<file path="src/rtl/bin2bcd_seq.sv">
// Iterative double-dabble binary-to-BCD converter; result, done and ovf register BIN_W clocks after the accepting edge.
// No queueing: start is only sampled while idle, so a start during a conversion is dropped.
module bin2bcd_seq #(
    parameter int BIN_W  = 14,
    parameter int DIGITS = 4
) (
    input  logic                clk,
    input  logic                rst,
    input  logic                start,
    input  logic [BIN_W-1:0]    bin,
    output logic [4*DIGITS-1:0] bcd,
    output logic                busy,
    output logic                done,
    output logic                ovf
);
    localparam int          BCD_W   = 4 * DIGITS;
    localparam int          CNT_W   = (BIN_W > 1) ? $clog2(BIN_W) : 1;
    localparam logic [31:0] MAX_VAL = 32'(10**DIGITS - 1);

    typedef enum logic {IDLE, SHIFT} state_t;

    state_t             state_q;
    logic [BIN_W-1:0]   shift_q;
    logic [BIN_W-1:0]   shift_d;
    logic [BCD_W-1:0]   scratch_q;
    logic [BCD_W-1:0]   scratch_d;
    logic [BCD_W-1:0]   adj;
    logic [CNT_W-1:0]   cnt_q;
    logic               ovf_pend_q;
    logic [BCD_W-1:0]   bcd_q;
    logic               busy_q;
    logic               done_q;
    logic               ovf_q;
    logic               bin_ovf;

    assign bin_ovf = 32'(bin) > MAX_VAL;

    // Per-digit add-3 with no inter-digit carry, then one-bit left shift of {scratch, shift}.
    always_comb begin
        adj = scratch_q;
        for (int i = 0; i < DIGITS; i++) begin
            if (scratch_q[4*i +: 4] >= 4'd5) begin
                adj[4*i +: 4] = scratch_q[4*i +: 4] + 4'd3;
            end
        end
        {scratch_d, shift_d} = {adj, shift_q} << 1;
    end

    always_ff @(posedge clk) begin
        if (rst) begin
            state_q    <= IDLE;
            shift_q    <= '0;
            scratch_q  <= '0;
            cnt_q      <= '0;
            ovf_pend_q <= 1'b0;
            bcd_q      <= '0;
            busy_q     <= 1'b0;
            done_q     <= 1'b0;
            ovf_q      <= 1'b0;
        end else begin
            done_q <= 1'b0;
            case (state_q)
                IDLE: begin
                    if (start) begin
                        shift_q    <= bin;
                        scratch_q  <= '0;
                        cnt_q      <= '0;
                        ovf_pend_q <= bin_ovf;
                        busy_q     <= 1'b1;
                        state_q    <= SHIFT;
                    end
                end
                SHIFT: begin
                    scratch_q <= scratch_d;
                    shift_q   <= shift_d;
                    cnt_q     <= cnt_q + CNT_W'(1);
                    // The display word only ever sees a finished result, never partial scratch.
                    if (cnt_q == CNT_W'(BIN_W - 1)) begin
                        bcd_q   <= ovf_pend_q ? {DIGITS{4'h9}} : scratch_d;
                        ovf_q   <= ovf_pend_q;
                        done_q  <= 1'b1;
                        busy_q  <= 1'b0;
                        state_q <= IDLE;
                    end
                end
                default: state_q <= IDLE;
            endcase
        end
    end

    assign bcd  = bcd_q;
    assign busy = busy_q;
    assign done = done_q;
    assign ovf  = ovf_q;

endmodule

</file>
<file path="config.mk">
export PLATFORM = sky130hd
export DESIGN_NAME = bin2bcd_seq
export DESIGN_NICKNAME = d
export VERILOG_FILES = /design/src/rtl/bin2bcd_seq.sv
export SDC_FILE = /design/constraint.sdc
export NUM_CORES = 1
export LEC_CHECK = 0
export ABC_AREA = 1
export BUFFER_PORTS_ARGS = -buffer_cell sky130_fd_sc_hd__buf_2
export CORE_AREA = 4 4 81 68
export CTS_BUF_LIST = sky130_fd_sc_hd__clkbuf_2
export DETAILED_ROUTE_END_ITERATION = 12
export DIE_AREA = 0 0 85 72
export HOLD_SLACK_MARGIN = 0.06
export PLACE_DENSITY = 0.81
export SLEW_MARGIN = 20
export SYNTH_ARGS = -nofsm -noshare
export SYNTH_HDL_FRONTEND = slang
export SYNTH_SLANG_ARGS = --single-unit
</file>
<file path="constraint.sdc">
create_clock -name clk -period 1.65 [get_ports clk]
set_clock_uncertainty 0.2 [all_clocks]
set_input_delay 0.33 -clock clk [delete_from_list [all_inputs] [get_ports clk]]
set_output_delay 0.33 -clock clk [all_outputs]
set_load 0.01 [all_outputs]
</file>
==> impl_metrics.py, run 1 <==
metrics = {
    "synthesis": {
        "synth_nets": 375,
        "synthArstFlopShare_pct": 0,
        "synth_compound_area_share_pct": 13.8,
        "synth_common_cells": "nand2_1 (102), dfxtp_1 (55), inv_1 (48), nand3_1 (26), o21ai_0 (25)",
        "synth-simple-area-share_pct": 27.4,
        "synth-seq-cells": 55,
        "yosysSeqAreaShare_pct": 43.0,
        "synth_top_family_by_area": "simple AND/OR/NAND/NOR gates",
        "yosysMostFrequentCell": "nand2_1",
        "syn_area_um2": 2560,
        "avgSynthCellArea_um2": 7.36,
        "netlist_top_cells_area": "dfxtp_1 (43%), nand2_1 (15%), inv_1 (7.0%)",
        "synthMuxAreaShare_pct": 0,
        "synth_top_cell_by_area": "dfxtp_1",
        "yosysWarnings": 0,
        "synth-edff-count": 0,
        "netlist_instances": 348,
        "yosysUniqueCellTypes": 30,
        "synth-adder-area-share_pct": 4.88,
        "synth_top_area_share_pct": 43.0,
        "synth_xor_area_share_pct": 0,
        "synth_ff_type": "dfxtp_1",
    },
    "place": {
        "dpl.cell_count": 444,
        "numPortBuffers": 35,
        "gp_congestion": 0.805,
        "dp_hpwl_um": 3980,
    },
    "floorplanning": {
        "io_pins": 36,
        "num_rows": 23,
        "fp.dieW_um": 85,
        "die_area_um2": 6120,
        "start_util_pct": 53.3,
        "core_area_um2": 4810,
        "die_h_um": 72,
    },
    "finish": {
        "diodes": 0,
        "utilization_pct": 64.7,
        "seqCellArea_um2": 1110,
        "drive_above_1_share_pct": 20.2,
        "fillers": 394,
        "fin_nets": 437,
        "multiInputGateArea_um2": 1230,
        "final_cells": 473,
        "area_delta_synth_final_pct": 21.4,
    },
    "power_and_ir_drop": {
        "p_leak_nw": 1.54,
        "total_power_mw": 2.12,
        "p_per_area_nw_per_um2": 682,
        "vdd_drop_max_v": 0.000448,
    },
    "clock_network": {
        "cts-root-buf": "clkbuf_2",
        "cts_buffer_depth": 2,
        "cts_buffers": 5,
        "clock_sinks": 55,
        "clkSlewWorstSetupHoldPaths_ns": 0.25,
        "insertion_delay_ns": 0.46,
        "htree_levels": 2,
        "tritoncts": "done",
    },
    "hold_path": {
        "hold-path-endpoint": "bcd[13]",
        "min_path_cells": 2,
        "hold_path_class": "register to register",
        "min_from": "bcd[13]",
    },
    "critical_path": {
        "rrSetupSlack_ns": 0.04,
        "crit_arrival_ns": 1.80,
        "worstPathRequired_ns": 1.84,
        "crit_type": "register to register",
        "startpoint_type": "register",
        "rr_endpoint": "bcd[4]",
        "end_kind": "register",
        "cp_max_fo": 5,
        "r2r-start": "cnt_q[1]",
        "reg2regPathDepth": 9,
    },
    "detailed_routing": {
        "ant_nets": 0,
        "drt_iter0_drc": 79,
        "wire_per_inst_um": 12.5,
        "drt-vias-per-instance": 4.98,
        "drc_errors": 0,
        "drt_pass1_iterations": 4,
        "vias": 2354,
        "wl_um": 5920,
    },
    "timing": {
        "finalSetupTns_ns": 0,
        "fin_crit_ns": 1.61,
        "slew_headroom_pct": 72.3,
        "slew_violations": 0,
        "fmax_mhz": 619,
        "hold_viol_final": 0,
        "worst_pin_slew_ns": 0.416,
        "setup_violations": 0,
        "finalCritPeriodShare_pct": 97.9,
    },
    "grt": {
        "grt_overflow": 0,
        "grt_first_pass_wirelength_um": 9740,
        "grt_pass1_vias": 2155,
        "antenna_found_initial": 0,
        "grt_usage_pct": 19.6,
        "grt_max_degree": 19,
    },
    "status": {
        "outcome": "finished, final reports clean",
    },
    "job": {
        "drv_cap": 0,
    },
}
==> critical path, cell delays in order, from the launching register on <==
cell	delay, ns
dfxtp_2	0.38
inv_2	0.06
ha_2	0.18
nand3_4	0.11
nor2_4	0.22
inv_4	0.08
nor2_8	0.15
nand3_1	0.08
nand2_1	0.06
inv_1	0.03
==> layer usage <==
metal,routed length (µm),global-route usage (%)
met5,0,0
met4,53,4.22
met3,259,4.88
met2,2780,32.6
met1,2820,26.0
==> area by class of cell <==
type,count,area share [%]
Timing Repair Buffer,65,14.6
Clock buffer,5,0.804
Inverter,53,6.63
Sequential cell,55,35.6
Multi-Input combinational cell,230,39.4
Clock inverter,3,0.483
Tap cell,62,2.49
==> cells by family (layout without fill, tap and decap cells) <==
group,after synthesis,in the layout
buf+inv,64,126
simple gates,157,158
flops,55,55
fa+ha+maj,10,10
compound gates,62,62
==> metrics by stage <==
step	hold slack [ns]	instance area (µm²)	setup WS, ns
detailed placement	0.237	2810	0.0516
global route	0.281	3110	-0.00850
CTS	0.267	3020	0.00652
floorplan	0.242	2560	0.196
global placement	0.232	2810	0.115
finish	0.265	3110	0.0352
==> power breakdown <==
group	internal, mW	leakage (nW)	switching [mW]	total, mW
registers	1.36	0.449	0.0243	1.39
clock network	0.0941	0.0241	0.411	0.505
logic	0.0984	1.06	0.130	0.228
==> worst max path at each step <==
stage	start	end	cells past startpoint
floorplan	cnt_q[0]	bcd[12]	8
global placement	cnt_q[1]	bcd[10]	7
detailed placement	cnt_q[1]	busy	7
CTS	cnt_q[1]	bcd[8]	9
global route	cnt_q[1]	bcd[12]	9
finish	cnt_q[1]	bcd[4]	9
==> what timing repair did <==
action,CTS,global route
cloned,0,1
resized for setup,1,19
setup endpoints to repair,1,16
hold buffers,16,0
hold endpoints to repair,21,0
setup buffers,0,4
pin swaps,0,3
==> placed cells by master (no fill, tap or decap), types with 2 or more instances in the layout <==
cell type / n
inv_2: 5
o21ai_0: 22
buf_2: 35
clkbuf_2: 5
dfxtp_1: 49
inv_1: 46
o21ai_1: 4
nor2_4: 4
nand4_1: 6
ha_1: 9
nand2_1: 100
dfxtp_2: 6
a21oi_1: 18
nand3_2: 2
a22oi_1: 12
nand3_1: 24
clkinv_1: 2
o22ai_1: 3
nor2_1: 13
nand2_2: 3
buf_4: 13
dlygate4sd3_1: 16
==> flip-flops by register name, indices dropped and copies added (netlist names) <==
| register | cells |
|---|---|
| state_q | 1 |
| cnt_q | 4 |
| bcd | 16 |
| scratch_q | 16 |
| ovf | 1 |
| done | 1 |
| busy | 1 |
| ovf_pend_q | 1 |
| shift_q | 14 |
(Power assumes the default switching activity.)
==> run 2, diff against run 1 <==
--- a/config.mk
+++ b/config.mk
@@ -8,12 +8,12 @@
 export ABC_AREA = 1
 export BUFFER_PORTS_ARGS = -buffer_cell sky130_fd_sc_hd__buf_2
 export CORE_AREA = 4 4 81 68
-export CTS_BUF_LIST = sky130_fd_sc_hd__clkbuf_2
+export CTS_BUF_LIST = sky130_fd_sc_hd__clkbuf_16
 export DETAILED_ROUTE_END_ITERATION = 12
 export DIE_AREA = 0 0 85 72
 export HOLD_SLACK_MARGIN = 0.06
 export PLACE_DENSITY = 0.81
-export SLEW_MARGIN = 20
 export SYNTH_ARGS = -nofsm -noshare
 export SYNTH_HDL_FRONTEND = slang
 export SYNTH_SLANG_ARGS = --single-unit
+export TNS_END_PERCENT = 10
==> run 2 against run 1 <==
Effect of this change: count of clock-buffer cells in the layout did not move; sequential share of layout area rose by 1.1 points; via count fell by 2.5%; sequential cell count did not move; sequential power barely moved; worst setup slack improved by 0.047 ns; cell area fell by 3.3%; critical path depth did not move; non-clock buffer count fell by 20; worst hold slack got worse by 0.17 ns.
==> impl_metrics.py, run 2 (synthesized netlist as in run 1, its figures left out) <==
metrics = {
    "place": {
        "gp_congestion": 0.805,
        "dpl_cell_area_um2": 2810,
        "numPortBuffers": 35,
        "dpl.cell_count": 444,
        "dp_hpwl_um": 3980,
    },
    "clock_network": {
        "clkSlewWorstSetupHoldPaths_ns": 0.07,
        "cts-root-buf": "clkbuf_16",
        "insertion_delay_ns": 0.29,
        "tritoncts": "done",
        "cts_buffer_depth": 2,
        "clock_sinks": 55,
        "htree_levels": 2,
        "cts_buffers": 5,
        "post_cts_buffers": 0,
    },
    "critical_path": {
        "worstPathCellList": "inv_2, ha_4, nand3_4, nor2_4, inv_4, nor2_8, nand3_1, nand2_1, inv_1",
        "worstPathRequired_ns": 1.65,
        "slowest_stage": "dfxtp_2",
        "cp_max_fo": 5,
        "rr_endpoint": "bcd[4]",
        "r2r-start": "cnt_q[1]",
        "critPathMaxStageDelay_ns": 0.34,
        "startpoint_type": "register",
        "rrSetupSlack_ns": 0.08,
        "reg2regPathDepth": 9,
        "end_kind": "register",
        "crit_type": "register to register",
        "crit_arrival_ns": 1.56,
    },
    "grt": {
        "grt_first_pass_wirelength_um": 9270,
        "grt_usage_pct": 18.9,
        "grt_max_degree": 19,
        "grt_pass1_vias": 2074,
        "grt_overflow": 0,
        "antenna_found_initial": 0,
    },
    "finish": {
        "diodes": 0,
        "final_cells": 453,
        "fin_nets": 417,
        "area_delta_synth_final_pct": 17.5,
        "design_area_um2": 3010,
        "layout_common_cells": "nand2_1 (102), dfxtp_1 (52), inv_1 (47)",
        "drive_above_1_share_pct": 18.7,
        "final_common_cell": "nand2_1",
        "fillers": 393,
    },
    "timing": {
        "finalSetupTns_ns": 0,
        "slew_headroom_pct": 72.4,
        "hold_viol_final": 0,
        "rsz0062_at_grt": "yes",
        "fin_crit_ns": 1.57,
        "finalCritPeriodShare_pct": 95.0,
        "slew_violations": 0,
        "setup_violations": 0,
        "worst_pin_slew_ns": 0.412,
        "fmax_mhz": 638,
    },
    "floorplanning": {
        "die_area_um2": 6120,
        "die_h_um": 72,
        "fp.dieW_um": 85,
        "num_rows": 23,
        "io_pins": 36,
        "start_util_pct": 53.3,
        "core_area_um2": 4810,
    },
    "power_and_ir_drop": {
        "p_leak_nw": 1.49,
        "seqPwrFrac_pct": 53.4,
        "power_frac_comb_pct": 7.6,
        "p_sw_share_pct": 23.4,
        "intPower_mw": 1.98,
        "switchingPower_mw": 0.606,
        "p_per_area_nw_per_um2": 860,
        "vdd_drop_max_v": 0.000530,
        "p_clk_share_pct": 39.0,
        "total_power_mw": 2.59,
    },
    "hold_path": {
        "min_from": "bin[0]",
        "hold-path-endpoint": "shift_q[0]",
        "min_path_cells": 2,
        "hold_path_class": "input pin to register",
    },
    "detailed_routing": {
        "drt_iter0_drc": 91,
        "drt-vias-per-instance": 5.07,
        "wl_um": 5660,
        "drt_pass1_iterations": 4,
        "wire_per_inst_um": 12.5,
        "vias": 2296,
        "ant_nets": 0,
        "drc_errors": 0,
    },
    "status": {
        "outcome": "finished, final reports clean",
    },
    "job": {
        "drv_cap": 0,
    },
}
[run 2: cell types whose count changed in the layout (fill, tap and decap cells not counted), sizes merged]
cell         delta
dlygate4sd3    -16
buf             -4
[run 2: how the worst max path moves through the flow]
| stage | end | from | slack (ns) | cells after the start |
|---|---|---|---|---|
| floorplan | bcd[12] | cnt_q[0] | 0.20 | 8 |
| global placement | bcd[10] | cnt_q[1] | 0.11 | 7 |
| detailed placement | busy | cnt_q[1] | 0.05 | 7 |
| CTS | bcd[14] | cnt_q[1] | 0.03 | 7 |
| global route | scratch_q[10] | scratch_q[8] | -0.01 | 8 |
| finish | bcd[4] | cnt_q[1] | 0.08 | 9 |
[run 2: power by group through the flow]
stage	combinational, mW	sequential [mW]	clock [mW]
after global placement	0.184	1.41	0
after floorplan	0.129	1.40	0
final	0.197	1.38	1.01
after CTS	0.189	1.38	1.04
after global routing	0.221	1.39	1.09
after detailed placement	0.189	1.41	0
[run 2: per-layer routing]
| metal | part of all wire, % | wire length [µm] | track usage, % | vias to the layer above |
|---|---|---|---|---|
| li1 | - | - | - | 1214 |
| met5 | 0 | 0 | 0 | - |
| met1 | 46 | 2610 | 24.6 | 1021 |
| met4 | 0.64 | 36 | 5.27 | 0 |
| met2 | 47 | 2670 | 30.9 | 57 |
| met3 | 6.1 | 346 | 5.22 | 4 |
[run 2: through the flow]
step                      utilization (%)  hold slack, ns  setup WS, ns
after global placement               58.6           0.232         0.115
final                                62.6          0.0986        0.0818
after global routing                 62.6           0.111       -0.0122
after detailed placement             58.6           0.237        0.0516
after floorplan                         -           0.242         0.196
after CTS                            61.5          0.0979        0.0311
[run 2: final cells by class]
class | count | area, µm² | area share, %
multi-input cells | 230 | 1230 | 40.9
flip-flops and latches | 55 | 1100 | 36.7
repair buffers | 45 | 250 | 8.31
inverters | 53 | 206 | 6.86
clock buffers | 5 | 125 | 4.16
well taps | 62 | 77.6 | 2.58
clock inverters | 3 | 15.0 | 0.499
[run 2: repair_timing]
item,4_1_cts,5_1_grt
hold buffers,0,0
hold endpoints to repair,0,0
endpoints found under the setup margin,0,17
gates resized for setup,0,15
[run 2: critical path, delay by kind of cell (launching register included)]
family        cells  cell delay, ns
buf+inv           3            0.18
fa+ha+maj         1            0.14
simple gates      5            0.62
flops             1            0.34
==> run 3, diff against run 2 <==
--- a/config.mk
+++ b/config.mk
@@ -7,12 +7,13 @@
 export LEC_CHECK = 0
 export ABC_AREA = 1
 export BUFFER_PORTS_ARGS = -buffer_cell sky130_fd_sc_hd__buf_2
-export CORE_AREA = 4 4 81 68
+export CORE_AREA = 4 4 101 55
 export CTS_BUF_LIST = sky130_fd_sc_hd__clkbuf_16
 export DETAILED_ROUTE_END_ITERATION = 12
-export DIE_AREA = 0 0 85 72
+export DIE_AREA = 0 0 105 59
+export GPL_ROUTABILITY_DRIVEN = 0
 export HOLD_SLACK_MARGIN = 0.06
-export PLACE_DENSITY = 0.81
+export PLACE_DENSITY = 0.82
 export SYNTH_ARGS = -nofsm -noshare
 export SYNTH_HDL_FRONTEND = slang
 export SYNTH_SLANG_ARGS = --single-unit
==> run 3 against run 2 <==
Effect of this change: combinational power rose by 5%; non-clock buffer count grew 7; die area increased by 1.2%; final cell count is 0.88% higher; global-route usage increased by 1.0 points; total power grew 6.0%; cell area up 2.5%; critical path depth is 1 lower; worst hold slack got worse by 0.0025 ns; register-to-register slack got worse by 0.03 ns; first-iteration DRC count is 87% higher; critical path type unchanged; critical endpoint is now bcd[10].
==> impl_metrics.py, run 3 (synthesized netlist as in run 1, its figures left out) <==
metrics = {
    "clock_network": {
        "insertion_delay_ns": 0.29,
        "clkSlewWorstSetupHoldPaths_ns": 0.07,
        "ctsHoldBuffers": 0,
        "htree_levels": 2,
        "cts_buffers": 5,
        "tritoncts": "done",
        "cts_buffer_depth": 2,
        "cts-root-buf": "clkbuf_16",
        "clock_sinks": 55,
    },
    "critical_path": {
        "reg2regPathDepth": 8,
        "startpoint_type": "register",
        "cp_max_fo": 7,
        "critPathLaunch": "cnt_q[1]",
        "worstPathRequired_ns": 1.67,
        "critPathMaxStageDelay_ns": 0.33,
        "cpMostUsedCell": "inv_2",
        "end_kind": "register",
        "slowest_stage": "dfxtp_2",
        "rrSetupSlack_ns": 0.05,
        "worstPathCellList": "inv_2, ha_1, nand3_2, buf_4, nor3_4, buf_12, inv_2, o21ai_1",
        "crit_arrival_ns": 1.62,
        "crit_type": "register to register",
        "r2r-start": "cnt_q[1]",
        "crit_path_end": "bcd[10]",
        "rr_endpoint": "bcd[10]",
    },
    "power_and_ir_drop": {
        "p_sw_share_pct": 21.9,
        "p_leak_nw": 1.55,
        "total_power_mw": 2.75,
        "p_per_area_nw_per_um2": 890,
        "switchingPower_mw": 0.601,
        "seqPwrFrac_pct": 50.1,
        "power_frac_comb_pct": 7.5,
        "p_clk_share_pct": 42.3,
        "vdd_drop_max_v": 0.000472,
        "intPower_mw": 2.15,
    },
    "finish": {
        "layout_common_cells": "nand2_1 (101), dfxtp_1 (54), inv_1 (47)",
        "area_delta_synth_final_pct": 20.4,
        "drive_above_1_share_pct": 20.2,
        "diodes": 0,
        "final_common_cell": "nand2_1",
        "fin_nets": 423,
    },
    "detailed_routing": {
        "wire_per_inst_um": 13.2,
        "ant_nets": 0,
        "wl_um": 6040,
        "drc_errors": 0,
        "vias": 2352,
        "drt_iter0_drc": 170,
        "drt-vias-per-instance": 5.15,
        "drt_pass1_iterations": 5,
    },
    "grt": {
        "grt_first_pass_wirelength_um": 9800,
        "antenna_found_initial": 0,
        "grt_max_degree": 19,
        "grt_overflow": 0,
        "grt_pass1_vias": 2040,
        "grt_usage_pct": 19.9,
    },
    "hold_path": {
        "hold_path_class": "input pin to register",
        "min_path_cells": 2,
    },
    "status": {
        "outcome": "finished, final reports clean",
    },
    "timing": {
        "finalCritPeriodShare_pct": 97.2,
        "hold_viol_final": 0,
        "fmax_mhz": 624,
        "slew_violations": 0,
        "worst_pin_slew_ns": 0.376,
        "setup_violations": 0,
        "rsz0062_at_grt": "yes",
        "fin_crit_ns": 1.60,
        "slew_headroom_pct": 74.7,
        "fin_hold_ws_ns": 0.0961,
    },
    "floorplanning": {
        "core_area_um2": 4730,
        "fp.dieW_um": 105,
        "start_util_pct": 54.2,
        "num_rows": 18,
        "io_pins": 36,
        "die_h_um": 59,
        "die_area_um2": 6200,
    },
    "job": {
        "drv_cap": 0,
    },
    "place": {
        "numPortBuffers": 35,
        "dp_hpwl_um": 4430,
    },
}
## run 3: changes by cell type in the layout (fill, tap and decap cells not counted), sizes merged
| cell | delta |
|---|---|
| bufinv | +1 |
| buf | +7 |
| clkinvlp | -1 |
| nor2 | -1 |
## run 3: through the flow
stage	setup TNS (ns)	cells	cell area, µm²	worst slack, ns	utilization (%)
final	0	457	3080	0.0470	65.2
after global routing	-0.193	457	3080	-0.0435	65.2
after CTS	0	454	3020	0.00609	63.8
after detailed placement	0	446	2850	0.0325	60.3
after global placement	0	446	2850	0.110	60.3
after floorplan	0	348	2560	0.196	-
## run 3: repair_timing
item | CTS | global route
gates resized for setup | 0 | 11
buffers inserted | 0 | 4
endpoints found under the setup margin | 0 | 20
## run 3: routing by layer
layer	global-route usage (%)	vias up	wire [µm]
met1	29.4	1047	3090
met4	4.49	0	48
met5	0	-	0
met2	29.6	79	2540
li1	-	1220	-
met3	4.68	6	370
## run 3: critical path: cells and delay by family (launching register included)
| family | cells | cell delay, ns |
|---|---|---|
| fa+ha+maj | 1 | 0.15 |
| compound gates | 1 | 0.11 |
| flops | 1 | 0.33 |
| buf+inv | 4 | 0.43 |
| simple gates | 2 | 0.32 |
## run 3: worst min-delay path by stage
stage | startpoint | endpoint
2_1_floorplan | shift_q[0] | shift_q[0]
5_1_grt | bin[0] | shift_q[0]
4_1_cts | bin[0] | shift_q[0]
3_3_place_gp | bcd[13] | bcd[13]
6_report | bin[0] | shift_q[0]
3_5_place_dp | bcd[1] | bcd[1]
## run 3: area by class of cell
| class | count | area (µm²) |
|---|---|---|
| sequential | 55 | 1100 |
| multi-input combinational | 229 | 1210 |
| clock inverter | 3 | 38.8 |
| clock buffer | 5 | 125 |
| fill | 400 | 1650 |
| timing repair buffer | 52 | 328 |
| tap | 60 | 75.1 |
| inverter | 53 | 204 |
## run 3: power by group through the flow
stage / clock network [mW] / registers, mW / logic, mW
after global placement: 0 / 1.41 / 0.202
after global routing: 1.25 / 1.38 / 0.232
after detailed placement: 0 / 1.41 / 0.205
after CTS: 1.18 / 1.38 / 0.206
after floorplan: 0 / 1.40 / 0.129
final: 1.16 / 1.38 / 0.206
